<file path="config.mk">
export PLATFORM = sky130hd
export DESIGN_NAME = muldiv_unit
export DESIGN_NICKNAME = d
export VERILOG_FILES = /design/src/rtl/muldiv_unit.sv
export SDC_FILE = /design/constraint.sdc
export NUM_CORES = 1
export LEC_CHECK = 0
export CORE_MARGIN = 4
export CORE_UTILIZATION = 50
export CTS_CLUSTER_DIAMETER = 40
export DETAILED_ROUTE_END_ITERATION = 16
export MAX_ROUTING_LAYER = met4
export PLACE_DENSITY_LB_ADDON = 0.2
export REMOVE_ABC_BUFFERS = 1
export SLEW_MARGIN = 20
export SYNTH_ARGS = -nofsm -noshare
export SYNTH_HDL_FRONTEND = slang
export SYNTH_SLANG_ARGS = --single-unit
</file>
<file path="constraint.sdc">
create_clock -name clk -period 3.1 [get_ports clk]
set_input_delay 0.465 -clock clk [delete_from_list [all_inputs] [get_ports clk]]
set_output_delay 0.465 -clock clk [all_outputs]
set_load 0.005 [all_outputs]
</file>
<file path="src/rtl/muldiv_unit.sv">
// Iterative RV32M multiply/divide unit: shift-add multiply, restoring divide,
// one bit per cycle, with a single-cycle fast path for divide-by-zero and signed overflow.
module muldiv_unit #(
    parameter int XLEN = 32
) (
    input  logic            clk,
    input  logic            rst_n,
    input  logic            start,
    input  logic [2:0]      funct3,
    input  logic [XLEN-1:0] rs1_val,
    input  logic [XLEN-1:0] rs2_val,
    output logic            busy,
    output logic            done,
    output logic [XLEN-1:0] result
);
    localparam int CW = $clog2(XLEN);

    typedef enum logic [1:0] {IDLE, CALC, FIX} state_t;

    state_t            state_q;
    logic [2:0]        op_q;
    logic [XLEN-1:0]   a_q, b_q;
    logic              sign_q;
    logic [CW-1:0]     cnt_q;
    logic [2*XLEN-1:0] prod_q;
    logic [XLEN-1:0]   rem_q, quot_q;
    logic [XLEN-1:0]   result_q;
    logic              busy_q, done_q;

    // Operand decode at the request edge
    logic            is_div, a_signed, b_signed, a_neg, b_neg, sign_d;
    logic [XLEN-1:0] a_mag_d, b_mag_d, fast_res_d;
    logic            div_zero_d, div_ovf_d, fast_d;

    always_comb begin
        is_div = funct3[2];
        if (is_div) begin
            a_signed = ~funct3[0];
            b_signed = ~funct3[0];
        end else begin
            a_signed = (funct3[1:0] == 2'b01) || (funct3[1:0] == 2'b10);
            b_signed = (funct3[1:0] == 2'b01);
        end
        a_neg   = a_signed & rs1_val[XLEN-1];
        b_neg   = b_signed & rs2_val[XLEN-1];
        a_mag_d = a_neg ? -rs1_val : rs1_val;
        b_mag_d = b_neg ? -rs2_val : rs2_val;
        // REM follows the dividend's sign; everything else follows the sign product
        sign_d  = (is_div && funct3[1]) ? a_neg : (a_neg ^ b_neg);

        div_zero_d = is_div && (rs2_val == '0);
        div_ovf_d  = is_div && !funct3[0] && (rs1_val == {1'b1, {(XLEN-1){1'b0}}})
                     && (rs2_val == '1);
        fast_d     = div_zero_d | div_ovf_d;
        if (div_zero_d) fast_res_d = funct3[1] ? rs1_val : '1;
        else            fast_res_d = funct3[1] ? '0 : rs1_val;
    end

    // One iteration step for each datapath
    logic [XLEN:0]     mul_sum_d;
    logic [XLEN:0]     div_shift_d;
    logic [XLEN-1:0]   div_diff_d;
    logic              div_ge_d;

    always_comb begin
        mul_sum_d   = {1'b0, prod_q[2*XLEN-1:XLEN]} + (prod_q[0] ? {1'b0, a_q} : '0);
        div_shift_d = {rem_q, quot_q[XLEN-1]};
        div_ge_d    = div_shift_d >= {1'b0, b_q};
        // Remainder stays below the divisor, so the low XLEN bits hold the full difference
        div_diff_d  = div_shift_d[XLEN-1:0] - b_q;
    end

    // Sign correction and result select
    logic [2*XLEN-1:0] prod_fix_d;
    logic [XLEN-1:0]   quot_fix_d, rem_fix_d, fix_res_d;

    always_comb begin
        prod_fix_d = sign_q ? -prod_q : prod_q;
        quot_fix_d = sign_q ? -quot_q : quot_q;
        rem_fix_d  = sign_q ? -rem_q  : rem_q;
        case (op_q)
            3'b000:                 fix_res_d = prod_fix_d[XLEN-1:0];
            3'b001, 3'b010, 3'b011: fix_res_d = prod_fix_d[2*XLEN-1:XLEN];
            3'b100, 3'b101:         fix_res_d = quot_fix_d;
            default:                fix_res_d = rem_fix_d;
        endcase
    end

    always_ff @(posedge clk or negedge rst_n) begin
        if (!rst_n) begin
            state_q  <= IDLE;
            op_q     <= '0;
            a_q      <= '0;
            b_q      <= '0;
            sign_q   <= 1'b0;
            cnt_q    <= '0;
            prod_q   <= '0;
            rem_q    <= '0;
            quot_q   <= '0;
            result_q <= '0;
            busy_q   <= 1'b0;
            done_q   <= 1'b0;
        end else begin
            done_q <= 1'b0;
            case (state_q)
                IDLE: begin
                    if (start) begin
                        if (fast_d) begin
                            result_q <= fast_res_d;
                            done_q   <= 1'b1;
                        end else begin
                            op_q    <= funct3;
                            a_q     <= a_mag_d;
                            b_q     <= b_mag_d;
                            sign_q  <= sign_d;
                            cnt_q   <= '0;
                            prod_q  <= {{XLEN{1'b0}}, b_mag_d};
                            rem_q   <= '0;
                            quot_q  <= a_mag_d;
                            busy_q  <= 1'b1;
                            state_q <= CALC;
                        end
                    end
                end
                CALC: begin
                    if (op_q[2]) begin
                        rem_q  <= div_ge_d ? div_diff_d : div_shift_d[XLEN-1:0];
                        quot_q <= {quot_q[XLEN-2:0], div_ge_d};
                    end else begin
                        prod_q <= {mul_sum_d, prod_q[XLEN-1:1]};
                    end
                    cnt_q <= cnt_q + CW'(1);
                    if (cnt_q == CW'(XLEN-1)) state_q <= FIX;
                end
                FIX: begin
                    result_q <= fix_res_d;
                    done_q   <= 1'b1;
                    busy_q   <= 1'b0;
                    state_q  <= IDLE;
                end
                default: state_q <= IDLE;
            endcase
        end
    end

    assign busy   = busy_q;
    assign done   = done_q;
    assign result = result_q;

endmodule

</file>
### After elaboration in Yosys (flattened, before gate mapping)

Index checks and enable logic that the tools add are counted.

* add/subtract/negate cells: 8
* $mul: 0
* div/mod/pow operators: 0
* magnitude comparators: 1
* equality and inequality tests: 18
* shift-type cells: 0
* mux-type cells: 42
* bitwise logic cells: 6
* reductions and logical operators: 21

Operators by type and width (count)
* $mux W32: 17
* $mux W64: 4
* $pmux W32 S2: 3
* $neg A32 Y32: 4
* $pmux W64 S2: 1
* $pmux W32 S3: 1
* $eq A32 B32 Y1 const B: 2
* $neg A64 Y64: 1
* $add A32 B32 Y33: 1
* $ge A33 B32 Y1: 1
* $logic_not A32 Y1: 1
* $sub A32 B32 Y32: 1
* $reduce_and A3 Y1: 5
* $ne A2 B2 Y1 const B: 6
* $mux W5: 2
* $pmux W5 S2: 1
* $reduce_and A4 Y1: 2
* $mux W1: 7
* $eq A3 B2 Y1 const B: 2
* $eq A3 B3 Y1 const B: 2
* $mux W2: 3
* $add A5 B1 Y5 const B: 1
* $eq A5 B5 Y1 const B: 1
* $logic_and A1 B1 Y1: 5
* other kinds (16): 22

* bits in registers: 237
* bits in latches: 0
* RAM bits: 0
* ROM bits: 0
* bits of input ports: 70
* output and inout bits: 34
* memories: 0

### Longest topological paths before layout

Gate-level depths: netlist (run 1).

* depth after elaboration: 8
* depth in mapped cells: 14
* gate-level depth less buffers: 13

### Worst setup path before layout (run 1)

Ideal clock, no wire load.

* path type: register to register
* from: register rem_q[0]
* to: register result_q[28] (netlist: result[28])
* library setup time: 0.121 ns
* arrival time: 3.172 ns
* data required time: 2.979 ns
* slack: -0.193 ns
* stages on the path, launching flop included: 12
* path buffers: 0
* cells stage by stage: dfrtp_1 -> inv_1 -> ha_1 -> or3b_2 -> or4_4 -> or2_4 -> or3_4 -> o41ai_4 -> xnor2_1 -> a2111oi_2 -> o211ai_1 -> a22o_1

* cells in the longest elaborated chain, start to end: 4

RTL lines
* start: declaration: RTL line 26 `logic [XLEN-1:0] rem_q, quot_q;`
* start signal: assignment: RTL line 127 `rem_q <= div_ge_d ? div_diff_d : div_shift_d[XLEN-1:0];`
* $neg A32 Y32: RTL line 80 `rem_fix_d = sign_q ? -rem_q : rem_q;`
* $mux W32: RTL line 80
* $pmux W32 S3: RTL line 81 `case (op_q)`
* $pmux W32 S2: RTL line 105 `case (state_q)`
* end signal: assignment: RTL line 109 `result_q <= fast_res_d;`
* end signal: assignment: RTL line 136 `result_q <= fix_res_d;`
* end: declaration: RTL line 27 `logic [XLEN-1:0] result_q;`

Every way passes these cells.
A chain may end at the register's enable or synchronous reset.

### Worst setup path after layout (run 1)

* from: register prod_q[0]
* to: register prod_q[55]

* cells in the longest elaborated chain, start to end: 4

RTL lines
* start: declaration: RTL line 25 `logic [2*XLEN-1:0] prod_q;`
* start signal: assignment: RTL line 117 `prod_q <= {{XLEN{1'b0}}, b_mag_d};`
* start signal: assignment: RTL line 130 `prod_q <= {mul_sum_d, prod_q[XLEN-1:1]};`
* $mux W32: RTL line 66 `mul_sum_d = {1'b0, prod_q[2*XLEN-1:XLEN]} + (prod_q[0] ? {1'b0, a_q} : '0);`
* $add A32 B32 Y33: RTL line 66
* $mux W64: RTL line 126 `if (op_q[2]) begin`
* $pmux W64 S2: RTL line 105

Every way passes these cells. The select of a mux whose other input is x is not followed.

==> run summary, run 1 <==
critical path capture point type - flop
unrepaired setup endpoints after global routing - true
Clk Latency, worst-skew pair - 0.59 ns
post-layout instance count excluding filler cells - 3491
number of warnings printed during yosys synthesis - 0
placed cells - 3383
Setup-failing EPs final - 15
area of the mapped netlist - 19000 um^2
worst setup path class - flop to flop
ranking of synthesized cells by instance count - sky130_fd_sc_hd__nand2_1, sky130_fd_sc_hd__o21ai_0, sky130_fd_sc_hd__dfrtp_1, sky130_fd_sc_hd__a21oi_1, sky130_fd_sc_hd__nor2_1
initial antenna violation count - 0
average detailed-routed wire length per instance - 21.6 um
Max Freq - 300 MHz
starting utilization of the core area - 50.6%
number of placement rows - 71
buffer levels on the longest clock path - 3
clock transition at the registers of the reported paths - 0.05 ns
post-synthesis sequential element count - 237
min Tclk post-route - 3.33 ns
via count of the first global-routing pass - 20.4k
number of vias per cell - 6.06
worst slew slack as a fraction of its limit - 45.1%
top area cells in the synthesized netlist - sky130_fd_sc_hd__dfrtp_1, sky130_fd_sc_hd__o21ai_0, sky130_fd_sc_hd__nand2_1, sky130_fd_sc_hd__xor2_1, sky130_fd_sc_hd__ha_1
Fillers - 2912
wire length of the first global-routing pass - 114000 um
Area Growth Syn to Fin - 43.3%
share of the synthesized area in the top cell type - 31.3%
Setup crit start kind - flop
DRT Pass-1 Iters - 6
total die area - 41100 um^2
Synth area leader - sky130_fd_sc_hd__dfrtp_1
Critical Path Slowest Stage Cell - sky130_fd_sc_hd__dfrtp_2
post-route setup slack - -0.231 ns
placeable core region - 37500 um^2
CP top delay family - compound AO/OA/AOI/OAI gates
sequential standard cell area - 5940 um^2
largest voltage drop on the vdd net - 0.599 mV
FF-to-FF path depth - 13
number of buffers inserted during clock tree synthesis - 45
cell-by-cell trace of the critical path - clkbuf_16 > and2_1 > ha_1 > a21oi_1 > o211ai_1 > a221oi_2 > o21ai_2 > a21o_1 > o31a_1 > buf_4 > o21a_1 > or3_1 > a32o_1
total number of vias - 21.2k
CP max FO - 5
post-route clock skew - 0.0385 ns
setup total negative slack - -1.35 ns
final max-slew violation count - 0
CTS tree - yes
CTS root buf - sky130_fd_sc_hd__clkbuf_16
detailed router's first-iteration violation count - 1892
count of mapped cells out of synthesis - 2418
area taken by multi-input logic gates - 13300 um^2
number of sinks handled by clock tree synthesis - 237
Vert. Die Dim - 203 um
Post-synth ARST share - 100%
aggregate global-route resource usage - 35.8%
most frequently used cell type in the post-synthesis netlist - sky130_fd_sc_hd__nand2_1
Crit path required time - 3.55 ns
fin crit share - 107%
HPWL after DPL - 55900 um
Stages on worst setup path - 13
layout cells sized above 1 - 26.8%
Lkg Pwr - 12.0 nW
number of enable flip-flop cells after synthesis - 0
post-synthesis area per instance - 7.84 um^2
Slew @ Worst Pin - 0.820 ns
violations in the final reports - negative setup slack
top flip-flop cell by instance count after synthesis - sky130_fd_sc_hd__dfrtp_1
number of placed I/O pins - 104
count of maximum capacitance violations - 0
Worst Path Buf+Inv - 2
hold path depth - 2
Critical Path Max Stage Delay - 0.48 ns
outcome - finished with violations
residual antenna-violating net count after detailed routing - 0
Residual DRC - 0
Total Nets Final - 3090
largest net degree at the start of global routing - 115
total power divided by cell area - 1220 nW/um^2
sequential-to-total area share from yosys stat - 31.3%
total global routing overflow - 0
Worst EP arrival - 3.78 ns
wirelength, routed - 75600 um
final weighted congestion in routability-driven placement - 1.01
count of unique library cells instantiated by Yosys - 82
die width - 203 um
CTS H-tree lvls - 2
hold violation count in the final report - 0
worst hold-check path type - flop to flop
quantity of I/O buffers inserted on ports - 103
## where the power goes
group / internal [mW] / leakage [nW] / switching [mW]
Clock: 3.14 / 0.727 / 1.81
Sequential: 4.49 / 2.94 / 1.22
Combinational: 10.2 / 8.31 / 12.4
Total: 17.8 / 12.0 / 15.4
## metal layers
layer  track usage [%]  share of wire (%)  vias up
met5                 -                  0        -
met2              56.6                 47      965
met3              5.67                7.6      215
li1                  -                  -     9831
met1              45.9                 41    10200
met4              15.8                4.7        0
## kinds of logic after synthesis
family | share of synthesized area, %
simple gates | 20.2
buf+inv | 4.53
xor+xnor | 9.70
compound gates | 26.1
mux | 2.57
fa+ha+maj | 5.61
flops | 31.3
## registers in the layout, summed over array words and instances (netlist names), 2 cells and up
name / flops
a_q: 32
op_q: 3
prod_q: 64
rem_q: 32
quot_q: 32
cnt_q: 5
b_q: 32
state_q: 2
result: 32
## through the flow
| stage | utilization [%] | worst slack (ns) | cell area, um^2 | total power [mW] | hold slack, ns |
|---|---|---|---|---|---|
| after global routing | 72.4 | -0.330 | 27200 | 35.3 | 0.495 |
| after floorplan | - | -7.25 | 18400 | 16.8 | 0.169 |
| after CTS | 70.0 | -0.335 | 26200 | 31.1 | 0.477 |
| after detailed placement | 64.2 | -0.475 | 24100 | 24.9 | 0.464 |
| final | 72.4 | -0.231 | 27200 | 33.2 | 0.474 |
| after global placement | 64.2 | -0.433 | 24100 | 24.5 | 0.457 |
## layout by cell type, fill, tap and decap left out, drive strengths merged, types with 19 or more instances in the layout
cell type	count
clkbuf	60
or3	30
a21o	40
nand4	30
and2	40
o31ai	68
o41ai	23
nor3	45
ha	73
or4	27
a21oi	161
nor4	23
clkdlybuf4s50	102
o21ai	341
nor2	137
inv	82
nand3	36
xor2	114
mux2i	42
xnor2	96
o22ai	22
buf	519
nand2b	20
nand2	358
a211oi	33
a31oi	19
dfrtp	237
## layout make-up
class	instances	area share, %
Antenna cell	1	0.00921
Clock buffer	55	4.43
Clock inverter	26	1.16
Inverter	74	1.07
Multi-Input combinational cell	1960	49.1
Sequential cell	237	21.9
Tap cell	511	2.35
Timing Repair Buffer	627	20.0
## worst reg2reg max path, delay by kind of cell (launching register included)
kind            cells  cell delay (ns)
flops               1             0.48
simple gates        2             0.47
buf+inv             2             0.35
compound gates      8             1.61
fa+ha+maj           1             0.29
## final timing paths
check,from,endpoint,slack [ns]
max,prod_q[0],prod_q[55],-0.23
min,b_q[22],b_q[22],0.47
max reg2reg,prod_q[0],prod_q[55],-0.23
min reg2reg,b_q[22],b_q[22],0.47
max in group asynchronous,rst_n,b_q[8],1.81
min in group asynchronous,rst_n,a_q[24],0.51
## timing repair
action | 4_1_cts | 5_1_grt
endpoints found under the hold margin | 54 | 0
setup buffers | 12 | 12
pin swaps | 47 | 91
hold buffers | 1 | 0
setup endpoints to repair | 62 | 81
gates resized for setup | 105 | 168
cloned | 4 | 3
No activity file was read; power rests on OpenSTA's default activity.
==> run 2: changes to the inputs <==
Settings changed: CORE_UTILIZATION 50 to 56, SKIP_CTS_REPAIR_TIMING set to 1.
==> run 2 against run 1 <==
Compared with the run above: the flow still finishes with violations (negative setup slack); global-route usage grew 5.0 points; via count grew 4.8%; first-iteration DRC count grew 39%; setup slack lost 0.21 ns; largest cell class unchanged; largest power group unchanged.
==> run summary, run 2 (synthesis gave the netlist of run 1 again) <==
total global routing overflow - 0 (unchanged)
final weighted congestion in routability-driven placement - 1.06 (was 1.01)
via count of the first global-routing pass - 21.0k (was 20.4k)
global-route track usage on met1 - 51.3% (was 45.9%)
number of buffers inserted during clock tree synthesis - 45 (unchanged)
Critical Path Slowest Stage Cell - sky130_fd_sc_hd__or4_4 (was sky130_fd_sc_hd__dfrtp_2)
wire length of the first global-routing pass - 115000 um (was 114000 um)
post-route setup slack - -0.439 ns (was -0.231 ns)
violations in the final reports - negative setup slack (unchanged)
share of total power in sequential cells - 17.2% (about the same)
HPWL after DPL - 56000 um (was 55900 um)
quantity of I/O buffers inserted on ports - 103 (unchanged)
buffer levels on the longest clock path - 3 (unchanged)
Total Nets Final - 3066 (was 3090)
critical path capture point type - flop (unchanged)
worst setup path class - flop to flop (unchanged)
number of vias per cell - 6.52 (was 6.06)
Final Total Pwr - 34.1 mW (was 33.2 mW)
worst slew slack as a fraction of its limit - 55.4% (was 45.1%)
Vert. Die Dim - 192 um (was 203 um)
post-route clock skew - 0.0185 ns (was 0.0385 ns)
average detailed-routed wire length per instance - 23.7 um (was 21.6 um)
post-layout instance count excluding filler cells - 3403 (was 3491)
reg2reg start - rem_q[0] (was prod_q[0])
CP top delay family - simple AND/OR/NAND/NOR gates (was compound AO/OA/AOI/OAI gates)
placed cells - 3296 (was 3383)
Setup-failing EPs final - 45 (was 15)
Lkg Pwr - 11.8 nW (was 12.0 nW)
fraction of power consumed by the clock network - 15.5% (was 14.9%)
hold-critical path endpoint - busy (was b_q[22])
internal power consumption - 17.9 mW (was 17.8 mW)
unrepaired setup endpoints after global routing - true (unchanged)
starting utilization of the core area - 56.7% (was 50.6%)
post-layout instance area - 26800 um^2 (was 27200 um^2)
top library cells by usage in the layout, fill and taps aside - sky130_fd_sc_hd__buf_4, sky130_fd_sc_hd__nand2_1, sky130_fd_sc_hd__o21ai_0 (unchanged)
largest net degree at the start of global routing - 73 (was 115)
cell-by-cell trace of the critical path - inv_2 > ha_4 > or3b_4 > or4_4 > or2_4 > or3_4 > o41ai_4 > xnor2_2 > a2111oi_2 > o211ai_1 > a22o_1 (was clkbuf_16 > and2_1 > ha_1 > a21oi_1 > o211ai_1 > a221oi_2 > o21ai_2 > a21o_1 > o31a_1 > buf_4 > o21a_1 > or3_1 > a32o_1)
Stages on worst setup path - 11 (was 13)
destination of the worst register-to-register timing path - result[28] (was prod_q[55])
hold violation count in the final report - 0 (unchanged)
aggregate global-route resource usage - 40.8% (was 35.8%)
Clk Latency, worst-skew pair - 0.58 ns (was 0.59 ns)
Worst Path Buf+Inv - 1 (was 2)
worst hold-check path type - flop to flop (unchanged)
wirelength, routed - 80700 um (was 75600 um)
DRT Pass-1 Iters - 5 (was 6)
CTS H-tree lvls - 2 (unchanged)
fin util - 80.1% (was 72.4%)
most crowded layer after global routing - met2 (unchanged)
number of placed I/O pins - 104 (unchanged)
CTS tree - yes (unchanged)
switching power total - 16.2 mW (was 15.4 mW)
largest voltage drop on the vdd net - 0.788 mV (was 0.599 mV)
met3 Resource Use GR - 5.73% (was 5.67%)
die width - 192 um (was 203 um)
DP Area - 23800 um^2 (was 24100 um^2)
Slew @ Worst Pin - 0.667 ns (was 0.820 ns)
total power divided by cell area - 1270 nW/um^2 (was 1220 nW/um^2)
Crit path required time - 3.55 ns (about the same)
Switching Share - 47.5% (was 46.5%)
max FFs per register - 64 (unchanged)
initial antenna violation count - 0 (unchanged)
CP max FO - 3 (was 5)
number of sinks handled by clock tree synthesis - 237 (unchanged)
Worst EP arrival - 3.99 ns (was 3.78 ns)
most common library cell in the layout ignoring fill and taps - sky130_fd_sc_hd__buf_4 (unchanged)
GR met2 Demand/Resource - 65.4% (was 56.6%)
Area Growth Syn to Fin - 41.3% (was 43.3%)
Setup crit start kind - flop (unchanged)
internal reg-to-reg setup slack - -0.44 ns (was -0.23 ns)
largest register by flop count - prod_q (unchanged)
detailed router's first-iteration violation count - 2630 (was 1892)
final max-slew violation count - 0 (unchanged)
fin crit share - 114% (was 107%)
Residual DRC - 0 (unchanged)
count of maximum capacitance violations - 0 (unchanged)
number of placement rows - 67 (was 71)
proportion of power drawn by combinational gates - 67.3% (was 67.9%)
total die area - 36900 um^2 (was 41100 um^2)
Worst Hold Slack - 0.471 ns (was 0.474 ns)
critical hold path startpoint - busy (was b_q[22])
outcome - finished with violations (unchanged)
diode insertion count for antenna repair - 0 (was 1)
layout cells sized above 1 - 25.9% (was 26.8%)
total number of vias - 22.2k (was 21.2k)
min Tclk post-route - 3.54 ns (was 3.33 ns)
Critical Path Max Stage Delay - 0.59 ns (was 0.48 ns)
hold path depth - 2 (unchanged)
clock transition at the registers of the reported paths - 0.06 ns (was 0.05 ns)
CTS root buf - sky130_fd_sc_hd__clkbuf_16 (unchanged)
FF-to-FF path depth - 11 (was 13)
Max Freq - 283 MHz (was 300 MHz)
residual antenna-violating net count after detailed routing - 0 (unchanged)
placeable core region - 33400 um^2 (was 37500 um^2)
run 2: changes by cell type in the layout (fill, tap and decap cells not counted), sizes merged:
| cell | previous run | this run |
|---|---|---|
| buf | 519 | 495 |
| bufinv | 4 | 8 |
| clkbuf | 60 | 56 |
| clkinv | 9 | 6 |
| clkinvlp | 5 | 7 |
| diode | 1 | 0 |
| inv | 82 | 83 |
run 2: metal layers:
layer | vias to the layer above | share of wire [%]
li1 | 9772 | -
met1 | 10600 | 37
met2 | 1471 | 47
met3 | 346 | 9.4
met4 | 0 | 6.4
met5 | - | 0
run 2: layout make-up:
class | instances | area, um^2
clock buffer | 51 | 1180
clock inverter | 30 | 409
fill | 2114 | 6670
inverter | 74 | 278
multi-input combinational | 1960 | 13200
sequential | 237 | 5940
tap | 448 | 561
timing repair buffer | 603 | 5200
run 2: worst register-to-register path: stages, from the launching register on:
cell and delay [ns]:
sky130_fd_sc_hd__dfrtp_1 0.39, sky130_fd_sc_hd__inv_2 0.09, sky130_fd_sc_hd__ha_4 0.13, sky130_fd_sc_hd__or3b_4 0.38, sky130_fd_sc_hd__or4_4 0.59, sky130_fd_sc_hd__or2_4 0.26
sky130_fd_sc_hd__or3_4 0.40, sky130_fd_sc_hd__o41ai_4 0.35, sky130_fd_sc_hd__xnor2_2 0.13, sky130_fd_sc_hd__a2111oi_2 0.31, sky130_fd_sc_hd__o211ai_1 0.18, sky130_fd_sc_hd__a22o_1 0.21
run 2: worst max path at each step:
stage | from | endpoint | slack, ns
2_1_floorplan | rs2_val[17] | prod_q[10] | -7.25
3_3_place_gp | rs2_val[17] | prod_q[0] | -0.64
3_5_place_dp | rs2_val[17] | prod_q[0] | -0.70
4_1_cts | rem_q[0] | result[26] | -0.54
5_1_grt | rem_q[0] | result[28] | -0.53
6_report | rem_q[0] | result[28] | -0.44
run 2: metrics by stage:
| step | setup TNS [ns] | setup WS, ns |
|---|---|---|
| floorplan | -1427.21 | -7.25 |
| global placement | -89.74 | -0.638 |
| detailed placement | -103.48 | -0.703 |
| CTS | -14.04 | -0.535 |
| global route | -10.27 | -0.530 |
| finish | -8.08 | -0.439 |
run 2: power by group through the flow:
stage	Sequential (mW)	Clock [mW]	Combinational [mW]
6_report	5.86	5.30	22.9
5_1_grt	5.96	5.45	24.3
3_5_place_dp	5.70	0	19.1
4_1_cts	5.68	5.27	19.4
3_3_place_gp	5.64	0	18.5
2_1_floorplan	5.85	0	11.0
==> patch: new RTL, config.mk and constraints of run 2 <==
Change the parameter `XLEN` from 32 to 16.
--- a/src/rtl/muldiv_unit.sv
+++ b/src/rtl/muldiv_unit.sv
@@ -2,5 +2,5 @@
 // one bit per cycle, with a single-cycle fast path for divide-by-zero and signed overflow.
 module muldiv_unit #(
-    parameter int XLEN = 32
+    parameter int XLEN = 16
 ) (
     input  logic            clk,
Interface: changed (resized result, rs1_val and rs2_val); port bits go from 104 to 56. The function was not compared with the original's and may differ.
==> patch against run 2 <==
Total power is 61% lower; register-to-register slack improved by 0.66 ns; sequential cell count is 113 lower; combinational power is 66% lower; sequential power shrank 41%; synthesized area is 51% lower; count of clock-buffer cells in the layout fell by 33; cell area down 58%; hold slack lost 0.43 ns; setup slack better by 0.58 ns; routed wire length shrank 64%; non-clock buffer count fell by 458; critical endpoint is now quot_q[15]$_DFFE_PN0P_.
==> patch: results (changes against run 2) <==
\begin{tabular}{lr}
\hline
Metric & Value \\
\hline
\multicolumn{2}{l}{\textbf{Power}} \\
Highest ir drop seen on vdd & 0.000621 V (-21\%) \\
Switch Pwr & 6120 uW (-62\%) \\
Leakage & 0.00463 uW (-61\%) \\
\multicolumn{2}{l}{\textbf{Timing}} \\
Worst Tran Pin Value & 1.06 ns (+0.397 ns) \\
Setup Skew & 0.00699 ns (-0.0115 ns) \\
Final setup violating endpoints & 0 (-100\%) \\
\multicolumn{2}{l}{\textbf{Placed design}} \\
Number of I/O port buffers & 55 (-47\%) \\
Setup WS pre-CTS & -0.242 ns (+0.462 ns) \\
Half-perimeter wire length after detailed placement & 21.9 mm (-61\%) \\
Count of placed standard cells including taps & 1393 (-58\%) \\
Weighted congestion at the end of routability-driven global placement & 1.01 (-4.5\%) \\
Post-Place Cell Area & 10600 sq um (-55\%) \\
\multicolumn{2}{l}{\textbf{Detailed routing}} \\
Drt pass-1 iters & 6 (+1) \\
Per-cell via count in the routed design & 6.45 (-1.0\%) \\
Violation count after the first detailed-route iteration & 1154 (-56\%) \\
WL/cell & 20.6 um (-13\%) \\
\multicolumn{2}{l}{\textbf{Clocking}} \\
Clock network latency to the later pin of the worst-skew pair & 0.43 ns (-0.15 ns) \\
CTS Buffer Depth & 2 (-1) \\
Number of levels the H-tree was split into & 4 (+2) \\
Clock buffers created by TritonCTS & 17 (-62\%) \\
\multicolumn{2}{l}{\textbf{Setup path}} \\
Critical path's largest stage delay & 0.88 ns (+0.29 ns) \\
Crit path arrival time & 3.28 ns (-0.71 ns) \\
Highest fanout seen on the critical path & 12 (+9) \\
\multicolumn{2}{l}{\textbf{Synth}} \\
Distinct cell type count of the synthesized netlist & 70 (-15\%) \\
Share of the yosys chip area belonging to registers & 33.3\% (+2.0 points) \\
Top area cells in the synthesized netlist & sky130\_fd\_sc\_hd\_\_dfrtp\_1 (33\%), sky130\_fd\_sc\_hd\_\_nand2\_1 (5.6\%), sky130\_fd\_sc\_hd\_\_ha\_1 (5.4\%), sky130\_fd\_sc\_hd\_\_xnor2\_1 (5.0\%), sky130\_fd\_sc\_hd\_\_o21ai\_0 (4.4\%) \\
Synthesized area per cell & 8.53 sq um (+8.8\%) \\
Most numerous cell types in the synthesized netlist & sky130\_fd\_sc\_hd\_\_nand2\_1 (139), sky130\_fd\_sc\_hd\_\_dfrtp\_1 (124), sky130\_fd\_sc\_hd\_\_o21ai\_0 (82) \\
\multicolumn{2}{l}{\textbf{Global routing}} \\
GR Util All Layers & 33.4\% (-7.4 points) \\
Largest net degree at the start of global routing & 56 (-23\%) \\
Via count of the first global-routing pass & 8758 (-58\%) \\
Global-route wire length before repair & 47.0 mm (-59\%) \\
\multicolumn{2}{l}{\textbf{Status}} \\
Status & completed \\
\multicolumn{2}{l}{\textbf{Finish}} \\
Final-stage net count & 1276 (-58\%) \\
Fraction of layout cells with a size suffix above 1 & 13.9\% (-12 points) \\
Final-layout fill cell count & 1282 (-39\%) \\
\multicolumn{2}{l}{\textbf{Min path}} \\
Min-delay worst type & primary input to async pin \\
\hline
\end{tabular}
==> patch: worst max-delay path: cells and delay by family <==
kind	cells	cell delay, ns
AO/OA/AOI/OAI	1	0.27
adder cells (fa/ha/maj)	1	0.23
buffers and inverters	3	0.82
AND/OR/NAND/NOR	5	1.49
==> patch: worst paths after layout <==
kind,start,end,slack [ns],cells past startpoint
max,rs2_val[0],quot_q[15]$_DFFE_PN0P_,0.14,10
min,rst_n,rem_q[6]$_DFFE_PN0P_,0.04,1
max reg2reg,prod_q[0]$_DFFE_PN0P_,prod_q[30]$_DFFE_PN0P_,0.22,10
min reg2reg,a_q[15]$_DFFE_PN0P_,a_q[15]$_DFFE_PN0P_,0.48,2
max in group asynchronous,rst_n,a_q[1]$_DFFE_PN0P_,2.20,2
min in group clk,a_q[15]$_DFFE_PN0P_,a_q[15]$_DFFE_PN0P_,0.48,2
==> patch: metal layers <==
metal / routed length (um) / vias up / track usage (%)
met4: 821 / 0 / 9.59
met3: 2820 / 74 / 9.23
met2: 13000 / 447 / 49.6
li1: - / 4229 / -
met5: 0 / - / -
met1: 12700 / 4446 / 44.9
==> patch: cell type report <==
cell class,count,area [sq um],area share (%)
multi-input combinational,864,5810,51.7
sequential,124,3110,27.7
tap,216,270,2.41
timing repair buffer,145,1260,11.2
inverter,44,165,1.47
clock inverter,14,181,1.62
clock buffer,18,439,3.91
==> patch: power by group through the flow <==
stage               registers [uW]  logic (uW)  clock network (uW)
finish                        3460        7800                2120
global route                  3530        8610                2210
floorplan                     3160        5230                   0
detailed placement            3420        7580                   0
CTS                           3410        7660                2120
global placement              3410        7420                   0
==> patch: cells by family after synthesis <==
kind of cell,after synthesis,share of synthesized area [%]
AOI/OAI and AO/OA,349,25.3
xor gates and xnor gates,92,8.64
adders and majority gates,48,6.44
buffers and inverters,105,4.51
DFF,124,33.3
muxes,25,2.83
and+or+nand+nor,350,18.9
==> patch: per-stage QoR <==
step,setup TNS [ns],util [%]
2_1_floorplan,-13.14,-
3_3_place_gp,-3.19,65.8
3_5_place_dp,-11.74,65.8
4_1_cts,0,69.7
5_1_grt,0,69.7
6_report,0,69.7
